<file path="src/rtl/uart_reg_bridge.sv">
// rtl/uart_reg_bridge.sv - UART byte-stream command decoder driving a single-beat register bus
// Defining UART_BRIDGE_TIMEOUT_EN adds an inter-byte gap timer that aborts stalled frames.
module uart_reg_bridge #(
  parameter int ADDR_BYTES     = 1,
  parameter int TIMEOUT_CYCLES = 5_000_000
) (
  input  logic                    clk,
  input  logic                    rst_n,
  input  logic                    rx_valid,
  input  logic [7:0]              rx_data,
  input  logic                    rx_err,
  output logic                    rx_ready,
  output logic                    tx_valid,
  output logic [7:0]              tx_data,
  input  logic                    tx_ready,
  output logic                    reg_req,
  output logic                    reg_we,
  output logic [8*ADDR_BYTES-1:0] reg_addr,
  output logic [7:0]              reg_wdata,
  input  logic [7:0]              reg_rdata,
  input  logic                    reg_ack,
  output logic                    busy,
  output logic                    timeout
);
  localparam int AW = 8 * ADDR_BYTES;
  localparam logic [7:0] OP_WRITE   = 8'h57;
  localparam logic [7:0] OP_READ    = 8'h52;
  localparam logic [7:0] RESP_ACK   = 8'h4B;
  localparam logic [7:0] RESP_BADOP = 8'h3F;
  localparam logic [7:0] RESP_ERR   = 8'h45;

  if (ADDR_BYTES < 1 || ADDR_BYTES > 2 || TIMEOUT_CYCLES < 2) begin : g_bad_param
    $error("uart_reg_bridge: illegal ADDR_BYTES or TIMEOUT_CYCLES");
  end

  typedef enum logic [2:0] {
    S_IDLE, S_GET_ADDR, S_GET_DATA, S_BUS, S_SEND
  } state_t;

  state_t state, state_nx;
  logic   rx_fire, tx_fire, ack_fire;
  logic   addr_cnt, last_addr, op_valid, gap_hit;

  // rx_ready/reg_req are registered images of the state, so they qualify the handshakes directly
  assign rx_fire   = rx_valid && rx_ready;
  assign tx_fire   = tx_valid && tx_ready;
  assign ack_fire  = reg_ack && reg_req;
  assign last_addr = (ADDR_BYTES == 1) || addr_cnt;
  assign op_valid  = (rx_data == OP_WRITE) || (rx_data == OP_READ);

`ifdef UART_BRIDGE_TIMEOUT_EN
  localparam int GW = $clog2(TIMEOUT_CYCLES);
  localparam logic [GW-1:0] GAP_LAST = GW'(TIMEOUT_CYCLES - 1);
  logic [GW-1:0] gap_cnt;
  logic          receiving;

  assign receiving = (state == S_GET_ADDR) || (state == S_GET_DATA);
  assign gap_hit   = receiving && !rx_fire && (gap_cnt == GAP_LAST);

  always_ff @(posedge clk or negedge rst_n) begin
    if (!rst_n)
      gap_cnt <= '0;
    else if (rx_fire || !receiving)
      gap_cnt <= '0;
    else if (gap_cnt != GAP_LAST)
      gap_cnt <= gap_cnt + 1'b1;
  end
`else
  assign gap_hit = 1'b0;
`endif

  always_ff @(posedge clk or negedge rst_n) begin
    if (!rst_n) state <= S_IDLE;
    else        state <= state_nx;
  end

  always_comb begin
    state_nx = state;
    case (state)
      S_IDLE:
        if (rx_fire) state_nx = (rx_err || !op_valid) ? S_SEND : S_GET_ADDR;
      S_GET_ADDR:
        if (rx_fire) begin
          if (rx_err)         state_nx = S_SEND;
          else if (last_addr) state_nx = reg_we ? S_GET_DATA : S_BUS;
        end else if (gap_hit) begin
          state_nx = S_IDLE;
        end
      S_GET_DATA:
        if (rx_fire)      state_nx = rx_err ? S_SEND : S_BUS;
        else if (gap_hit) state_nx = S_IDLE;
      S_BUS:
        if (ack_fire) state_nx = S_SEND;
      S_SEND:
        if (tx_fire) state_nx = S_IDLE;
      default:
        state_nx = S_IDLE;
    endcase
  end

  // Handshake flags follow the next state so every output is a flop
  always_ff @(posedge clk or negedge rst_n) begin
    if (!rst_n) begin
      rx_ready  <= 1'b0;
      tx_valid  <= 1'b0;
      tx_data   <= 8'h00;
      reg_req   <= 1'b0;
      reg_we    <= 1'b0;
      reg_addr  <= '0;
      reg_wdata <= 8'h00;
      busy      <= 1'b0;
      timeout   <= 1'b0;
      addr_cnt  <= 1'b0;
    end else begin
      rx_ready <= (state_nx == S_IDLE) || (state_nx == S_GET_ADDR) || (state_nx == S_GET_DATA);
      reg_req  <= (state_nx == S_BUS);
      tx_valid <= (state_nx == S_SEND);
      busy     <= (state_nx != S_IDLE);
      timeout  <= gap_hit;

      if (state != S_GET_ADDR) addr_cnt <= 1'b0;
      else if (rx_fire)        addr_cnt <= ~addr_cnt;

      if (rx_fire) begin
        if (rx_err) begin
          tx_data <= RESP_ERR;
        end else begin
          case (state)
            S_IDLE:
              if (op_valid) reg_we  <= (rx_data == OP_WRITE);
              else          tx_data <= RESP_BADOP;
            S_GET_ADDR: reg_addr  <= AW'({reg_addr, rx_data});
            S_GET_DATA: reg_wdata <= rx_data;
            default: ;
          endcase
        end
      end

      if (ack_fire) tx_data <= reg_we ? RESP_ACK : reg_rdata;
    end
  end
endmodule

</file>
<file path="config.mk">
export PLATFORM = sky130hd
export DESIGN_NAME = uart_reg_bridge
export DESIGN_NICKNAME = d
export VERILOG_FILES = /design/src/rtl/uart_reg_bridge.sv
export SDC_FILE = /design/constraint.sdc
export NUM_CORES = 1
export LEC_CHECK = 0
export CORE_MARGIN = 3
export CORE_UTILIZATION = 36
export DETAILED_ROUTE_END_ITERATION = 7
export HOLD_SLACK_MARGIN = 0.03
export PLACE_DENSITY_LB_ADDON = 0.15
export SKIP_CTS_REPAIR_TIMING = 1
export SYNTH_ARGS = -nofsm -noshare
export SYNTH_HDL_FRONTEND = slang
export SYNTH_SLANG_ARGS = --single-unit
export TNS_END_PERCENT = 100
</file>
<file path="constraint.sdc">
create_clock -name clk -period 2.74 [get_ports clk]
set_input_delay 0.411 -clock clk [delete_from_list [all_inputs] [get_ports clk]]
set_output_delay 0.411 -clock clk [all_outputs]
set_load 0.01 [all_outputs]
</file>
# ---- Word level (Yosys, flattened, before mapping)
# Cells that the tools add are included.
dict set report word_totals {
  output_inout_bits 30
  word_cells 54
  ff_bits 32
}
dict set report op_classes {
  n_bitwise 1
  n_reduce_logical 17
  muxes 16
  n_eq_ne 11
}
# cell n
set op_table {}
lappend op_table {{8-bit two-way mux} 6}
lappend op_table {{3-bit two-way mux} 8}
lappend op_table {{8-bit by 7-bit == test with 1-bit output (second input constant)} 2}
lappend op_table {{3-bit one-hot mux with 5 select lines} 1}
lappend op_table {{3-bit by 2-bit == test with 1-bit output (second input constant)} 4}
lappend op_table {{3-bit AND reduction} 3}
lappend op_table {{3-bit by 1-bit == test with 1-bit output (second input constant)} 2}
lappend op_table {{3-bit == test (second input constant)} 2}
lappend op_table {{3-bit logical NOT} 2}
lappend op_table {{3-bit nonzero test} 2}
lappend op_table {{1-bit logical OR} 4}
lappend op_table {{4-bit AND reduction} 1}
lappend op_table {{1-bit logical AND} 3}
lappend op_table {{3-bit != test (second input constant)} 1}
lappend op_table {{2-bit nonzero test} 1}
lappend op_table {{1-bit logical NOT} 1}
lappend op_table {{1-bit two-way mux} 1}
lappend op_table {{1-bit NOT} 1}

# ---- Depth between registers and ports, before layout
# Gate-level depths: netlist of the first run.
dict set report depth {
  word_depth 10
  ltp_mapped 5
  depth_no_buf 4
}

# ---- Least setup slack after synthesis of the first run
# OpenSTA, ideal clock, no wires.
dict set report synth_timing {
  kind {reg2reg}
  startpoint {register state[1]}
  endpoint {register tx_data[1]}
  t_arrival_ps 1631
  stages_incl_launch_ff 6
  n_path_buf 2
  slack_ps 984
  synth_period_minus_slack_ps 1756
  path_cell_list {dfrtp_1 -> buf_6 -> or4_4 -> o211a_1 -> buf_6 -> mux2_4}
}
dict set report synth_between {
  elab_chain_cells 3
}
# item line_no
set synth_rtl {}
lappend synth_rtl {{start, declared} 40} ;# state_t state, state_nx;
lappend synth_rtl {{start signal, assigned} 74} ;# else state <= state_nx;
lappend synth_rtl {{3-bit logical NOT} 128} ;# case (state)
lappend synth_rtl {{3-bit nonzero test (no source line)} --}
lappend synth_rtl {{3-bit AND reduction (no source line)} --}
lappend synth_rtl {{end signal, assigned} 139} ;# if (ack_fire) tx_data <= reg_we ? RESP_ACK : reg_rdata;
lappend synth_rtl {{end, declared} 14} ;# output logic [7:0] tx_data,
# Every way passes these cells.
# A chain may end at the register's enable or synchronous reset.

# ---- Worst setup path after layout of the first run
dict set report layout_timing {
  startpoint {input port rx_valid}
  endpoint {register tx_data[1]}
}
dict set report layout_between {
  elab_chain_cells 3
}
# item line_no
set layout_rtl {}
lappend layout_rtl {{start, declared} 9} ;# input logic rx_valid,
lappend layout_rtl {{1-bit logical AND} 45} ;# assign rx_fire = rx_valid && rx_ready;
lappend layout_rtl {{2-bit nonzero test (no source line)} --}
lappend layout_rtl {{3-bit AND reduction (no source line)} --}
# Every way passes these cells.

==> results.md, run 1 <==
* Top-area cell type share of the netlist area at 0.5517
* DPL Wire Length at between 2000 and 2500 µm
* Initial antenna violation count at 0
* Leading area contributor after synthesis: dfrtp_1
* Most frequent cell after synthesis: dfrtp_1
* Clock share of power at 0.243
* Min Tclk post-route at about 2100 ps
* Layout Cells excl Fill at 218
* CP max-delay cell: clkdlybuf4s50_1
* Worst Path Arrival at about 2200 ps
* Peak Freq at roughly 0.48 GHz
* Die width at slightly below 70 µm
* Register clock-pin slew on the reported worst setup and hold paths at approximately 60 ps
* # rows at 22
* CP Launch Type: input port
* Initial DRC Count at around 120
* Largest cells by area after synthesis: dfrtp_1 55%, mux2_2 12%, a21oi_1 3.8%
* Met1 usage at 0.1791
* Period utilization at 0.7561
* Final antenna-violating net count at 0
* Pins over their slew limit at 0
* Number of synthesized flops with an enable pin at 0
* P_leak at about 0.93 nW
* Sink Count at 32
* Seq. cell area at roughly 800 µm²
* Worst-path fanout max at 8
* Top post-synthesis cells by count: 32 x dfrtp_1, 16 x mux2_2, 11 x a21oi_1, 6 x inv_1
* CP Cell Sequence: clkdlybuf4s50_1 > nand2_1 > or4_4 > o211a_1 > mux2_4
* Vias in the first global route at approximately 1,200
* Multi-input logic area at just under 600 µm²
* Mapped Cells at around 120
* Status: completed
* Largest net degree at the start of global routing at 33
* Ant diodes at 0
* Fin Setup TNS at 0 ps
* Switching Power at around 360 µW
* Primary FF master, synth: dfrtp_1
* Ys Warns at 0
* WS Path Type: in -> reg
* First-pass GRT wire length at about 5700 µm
* CTS Buf Count at 5
* Fill cells at ~350
* Layout cell share with drive strength beyond 1 at 0.1941
* Routed vias/inst at approximately 5.1
* Reg2Reg Depth at 3
* Core Box Area at ~3800 µm²
* Area grow syn2layout at 41.98%
* Final Setup Violations at 0
* Unrepaired setup endpoints after global routing: no
* Pint at 941.8 µW
* Comb power frac at 0.296
* Crit path required time at 2910 ps
* Slew margin rel. at 0.6279
* Vias post-DR at 1,116
* Clk_skew at about 6.6 ps
* Worst Hold Path Cells at 1
* Die area at between 4000 and 5000 µm²
* Peak supply drop at 0.2447 mV
* DRC viols at 0
* Clock Tree Buf Depth at 2
* CTS tree: yes
* Async set or reset register ratio after synthesis at 1.000
* CTS HTree Levels at 2
* Synth cell types at 37
* Die Y at roughly 70 µm
* Switching share of power at 0.2762
* Worst-skew pair later-pin latency at approximately 280 ps
* Ports at 52
* Grt total ovfl at 0
* I/O Buffers at 50
* Max Cap Viol at 0
* Least-Margin Pin Slew at ~560 ps
* Placed cells at between 200 and 250
* Mapped Nets at approximately 140
* #FFs+latches synth at 32
* Final Hold Vio Count at 0
* Mean post-synth cell area at around 12 µm²
* Met3 GRT Util at 0.04928
* Pwr Density at roughly 630 nW/µm²
* Fin nets at approximately 190
* Root buffer cell: clkbuf_8
* Initial core utilization at 0.3849
* Router iterations before antenna repair at 4
* Gpl congestion at roughly 0.96
* CP endpoint kind: flop
* CP max stage delay at around 550 ps
* Met2 usage at 0.2352
* Total GRT Usage at 0.1478
* Register area share after synthesis at 0.5517
* Flop pwr share at 0.462
* Layer with the highest usage: met2
* Wirelength per Cell at 15.32 µm
* Worst min path class: reg -> reg
* Mapped cell area at around 1500 µm²
* WL final at between 3000 and 4000 µm
[registers in the layout, indices dropped and copies added (netlist names)]
name	cells
tx_data	8
busy	1
reg_req	1
state	3
reg_we	1
reg_wdata	8
reg_addr	8
tx_valid	1
rx_ready	1
[final cells by class]
type / instances / share of cell area
Clock buffer: 5 / 0.03339
Inverter: 6 / 0.01093
Sequential cell: 32 / 0.3886
Tap cell: 48 / 0.02914
Timing Repair Buffer: 52 / 0.2502
Multi-Input combinational cell: 75 / 0.2878
[metrics by stage]
step | util | setup slack (ps) | hold WS (ps) | instance area, µm² | power (mW)
after floorplan | - | 984.2 | 115.4 | 1451 | 0.7969
after global placement | 0.5282 | 448.4 | 488.0 | 1992 | 0.9849
after detailed placement | 0.5282 | 395.9 | 497.1 | 1992 | 0.9967
after CTS | 0.5465 | 694.1 | 512.3 | 2061 | 1.314
after global routing | 0.5465 | 573.8 | 529.1 | 2061 | 1.367
final | 0.5465 | 668.2 | 506.4 | 2061 | 1.301
[power groups by stage]
stage,clock network (mW),registers [mW],logic [mW]
floorplan,0,0.631,0.166
global placement,0,0.604,0.381
detailed placement,0,0.610,0.387
CTS,0.324,0.602,0.388
global route,0.345,0.613,0.409
finish,0.316,0.601,0.385
[path summary, 6_finish.rpt]
kind	from	slack [ps]	end
worst max-delay path	rx_valid	670	tx_data[1]$_DFFE_PN0P_
worst min-delay path	reg_wdata[7]$_DFFE_PN0P_	510	reg_wdata[7]$_DFFE_PN0P_
worst max register to register	state[1]$_DFF_PN0_	840	tx_data[1]$_DFFE_PN0P_
worst min register to register	reg_wdata[7]$_DFFE_PN0P_	510	reg_wdata[7]$_DFFE_PN0P_
max in group asynchronous	rst_n	1910	reg_wdata[3]$_DFFE_PN0P_
min in group asynchronous	rst_n	530	tx_data[0]$_DFFE_PN0P_
[critical path, delay by kind of cell]
kind / cells / cell delay [ps]
compound gates: 1 / 380
buf+inv: 1 / 550
mux: 1 / 350
simple gates: 2 / 540
[cells in the final DEF, fill, tap and decap left out, types with 2 or more instances in the layout]
| cell type | n |
|---|---|
| clkdlybuf4s50_1 | 50 |
| or3_1 | 2 |
| mux2_2 | 16 |
| buf_4 | 2 |
| mux2i_1 | 3 |
| nor2_1 | 4 |
| nand3_1 | 4 |
| inv_1 | 6 |
| a21oi_1 | 11 |
| o221ai_1 | 2 |
| nand2_1 | 4 |
| mux2_4 | 3 |
| nor3_1 | 4 |
| clkbuf_8 | 5 |
| dfrtp_1 | 32 |
[layer usage]
| metal | vias to the layer above | part of all wire |
|---|---|---|
| li1 | 529 | - |
| met3 | 8 | 0.086 |
| met5 | - | 0 |
| met1 | 530 | 0.42 |
| met2 | 49 | 0.48 |
| met4 | 0 | 0.018 |
[logic make-up after synthesis]
group | after synthesis | synth area share
compound gates | 21 | 0.09742
xor+xnor | 1 | 0.006036
buf+inv | 10 | 0.03965
flops | 32 | 0.5517
mux | 22 | 0.1759
other cells | 1 | 0.002584
simple gates | 30 | 0.1267
No activity file was read; power rests on OpenSTA's default activity.
==> run 2: changes to the inputs <==
==> constraint.sdc (replaced) <==
create_clock -name clk -period 1.85 [get_ports clk]
set_input_delay 0.2775 -clock clk [delete_from_list [all_inputs] [get_ports clk]]
set_output_delay 0.2775 -clock clk [all_outputs]
set_load 0.01 [all_outputs]
==> run 2 against run 1 <==
Sequential power is 46% higher. Critical path depth stayed put. Register-to-register slack worse by 720 ps. Hold slack worse by 120 ps. Via count is 9.6% higher. Wire length is 6.6% higher. Sequential share of layout area is 3.4 points lower. Total power is 61% higher. Critical endpoint is now busy$_DFF_PN0_. Highest routed layer unchanged.
==> results.md, run 2 (same netlist as run 1, synthesis figures left out) <==
* Status: completed
* CP max-delay cell: clkdlybuf4s50_1
* Ant diodes at 0
* Vias post-DR at approximately 1,200
* Ports at 52
* DPL Wire Length at 2608 µm
* CTS Buf Count at 5
* Die area at between 4000 and 5000 µm²
* DRC viols at 0
* Placed cells at between 200 and 250
* Gpl congestion at roughly 0.9
* Core Box Area at about 3800 µm²
* Layout Cells excl Fill at 241
* WS Path Type: in -> reg
* Grt total ovfl at 0
* Flop pwr share at 0.419
* Max Cap Viol at 0
* CP Cell Sequence: clkdlybuf4s50_1 > nand4bb_1 > nor4_2 > o221ai_1 > or3_1
* Die Y at just under 70 µm
* Comb power frac at 0.321
* Worst min path class: in -> async
* Most frequent cells in the layout: 50 x clkdlybuf4s50_1, 32 x dfrtp_1, 21 x buf_4, 16 x mux2_2, 11 x a21oi_1
* WL final at ~3600 µm
* Total GRT Usage at 0.1618
* Pint at between 1.5 and 2 mW
* Final Setup Violations at 0
* Period utilization at 0.9603
* Peak supply drop at between 0.5 and 0.6 mV
* # rows at 22
* Final Hold Vio Count at 0
* CP endpoint kind: flop
* Root buffer cell: clkbuf_8
* Slew margin rel. at 0.6424
* Routed vias/inst at between 5 and 6
* Fin nets at ~210
* Worst-skew pair later-pin latency at 280 ps
* Worst Path Arrival at 1940 ps
* R2r startpoint: state[2]$_DFF_PN0_
* CP max stage delay at a little over 400 ps
* Clk_skew at 2.819 ps
* Unrepaired setup endpoints after global routing: yes
* Clock Tree Buf Depth at 2
* Area grow syn2layout at 55.43%
* Register clock-pin slew on the reported worst setup and hold paths at 60 ps
* Clock share of power at 0.260
* I/O Buffers at 50
* Fin Setup TNS at 0 ps
* Switching share of power at 0.2745
* Setup WS pre-CTS at -312.7 ps
* First-pass GRT wire length at a little over 6000 µm
* CP Launch Type: input port
* Final core utilization at 0.5982
* Pwr Density at between 900 and 1000 nW/µm²
* Commonest non-fill, non-tap cell in the layout: clkdlybuf4s50_1
* Final worst setup slack at around 73 ps
* Worst-path fanout max at 3
* Initial DRC Count at 45
* Fill cells at 317
* Worst Hold Slack at between 300 and 400 ps
* Least-Margin Pin Slew at ~530 ps
* Sink Count at 32
* Pins over their slew limit at 0
* Crit path required time at ~2000 ps
* Initial antenna violation count at 0
* Switching Power at around 580 µW
* CTS tree: yes
* Vias in the first global route at 1,345
* Min Tclk post-route at approximately 1800 ps
* Wirelength per Cell at between 10 and 15 µm
* Router iterations before antenna repair at 4
* Layout cell share with drive strength beyond 1 at 0.2953
* P_leak at roughly 1.0 nW
* Initial core utilization at 0.3849
* Setup crit start: rx_data[5]
* Largest net degree at the start of global routing at 33
* CTS HTree Levels at 2
* Final antenna-violating net count at 0
* Die width at roughly 70 µm
* Peak Freq at 0.5629 GHz
* Biggest regs: reg_addr: 8 flops, reg_wdata: 8 flops, tx_data: 8 flops
run 2: final timing paths:
path / depth (start not counted) / slack [ps] / end
setup reg to reg: 3 / 120 / tx_data[1]$_DFFE_PN0P_
min in group clk: 2 / 510 / tx_data[0]$_DFFE_PN0P_
hold reg to reg: 2 / 510 / tx_data[0]$_DFFE_PN0P_
setup / recovery: 5 / 70 / busy$_DFF_PN0_
hold / removal: 2 / 390 / reg_req$_DFF_PN0_
max in group asynchronous: 2 / 1170 / reg_wdata[0]$_DFFE_PN0P_
run 2: stage by stage:
step	area [µm²]	total power [mW]
6_report	2256	2.098
3_3_place_gp	2155	1.538
4_1_cts	2245	2.120
5_1_grt	2256	2.215
2_1_floorplan	1451	1.180
3_5_place_dp	2155	1.562
run 2: critical path: cells and delay by family:
family | cells | cell delay, ps
AND/OR/NAND/NOR | 3 | 1060
buffers and inverters | 1 | 410
AO/OA/AOI/OAI | 1 | 190
run 2: power by group through the flow:
stage                     registers, mW  logic, mW  clock network, mW
final                             0.879      0.673              0.546
after global routing              0.898      0.718              0.599
after CTS                         0.880      0.674              0.567
after detailed placement          0.891      0.671                  0
after global placement            0.886      0.652                  0
after floorplan                   0.934      0.246                  0
run 2: layout make-up:
cell class	instances	area, µm²	share of cell area
multi-input cells	75	604.3	0.2679
flip-flops and latches	32	800.8	0.3550
well taps	48	60.06	0.02662
clock buffers	8	90.09	0.03993
repair buffers	72	678.2	0.3006
inverters	6	22.52	0.009983
run 2: per-layer routing:
layer	share of wire	wire [µm]	global-route usage
met5	0	0	0
met4	0.018	63	0.05423
met3	0.080	284	0.07536
met2	0.48	1724	0.2606
met1	0.42	1488	0.1900
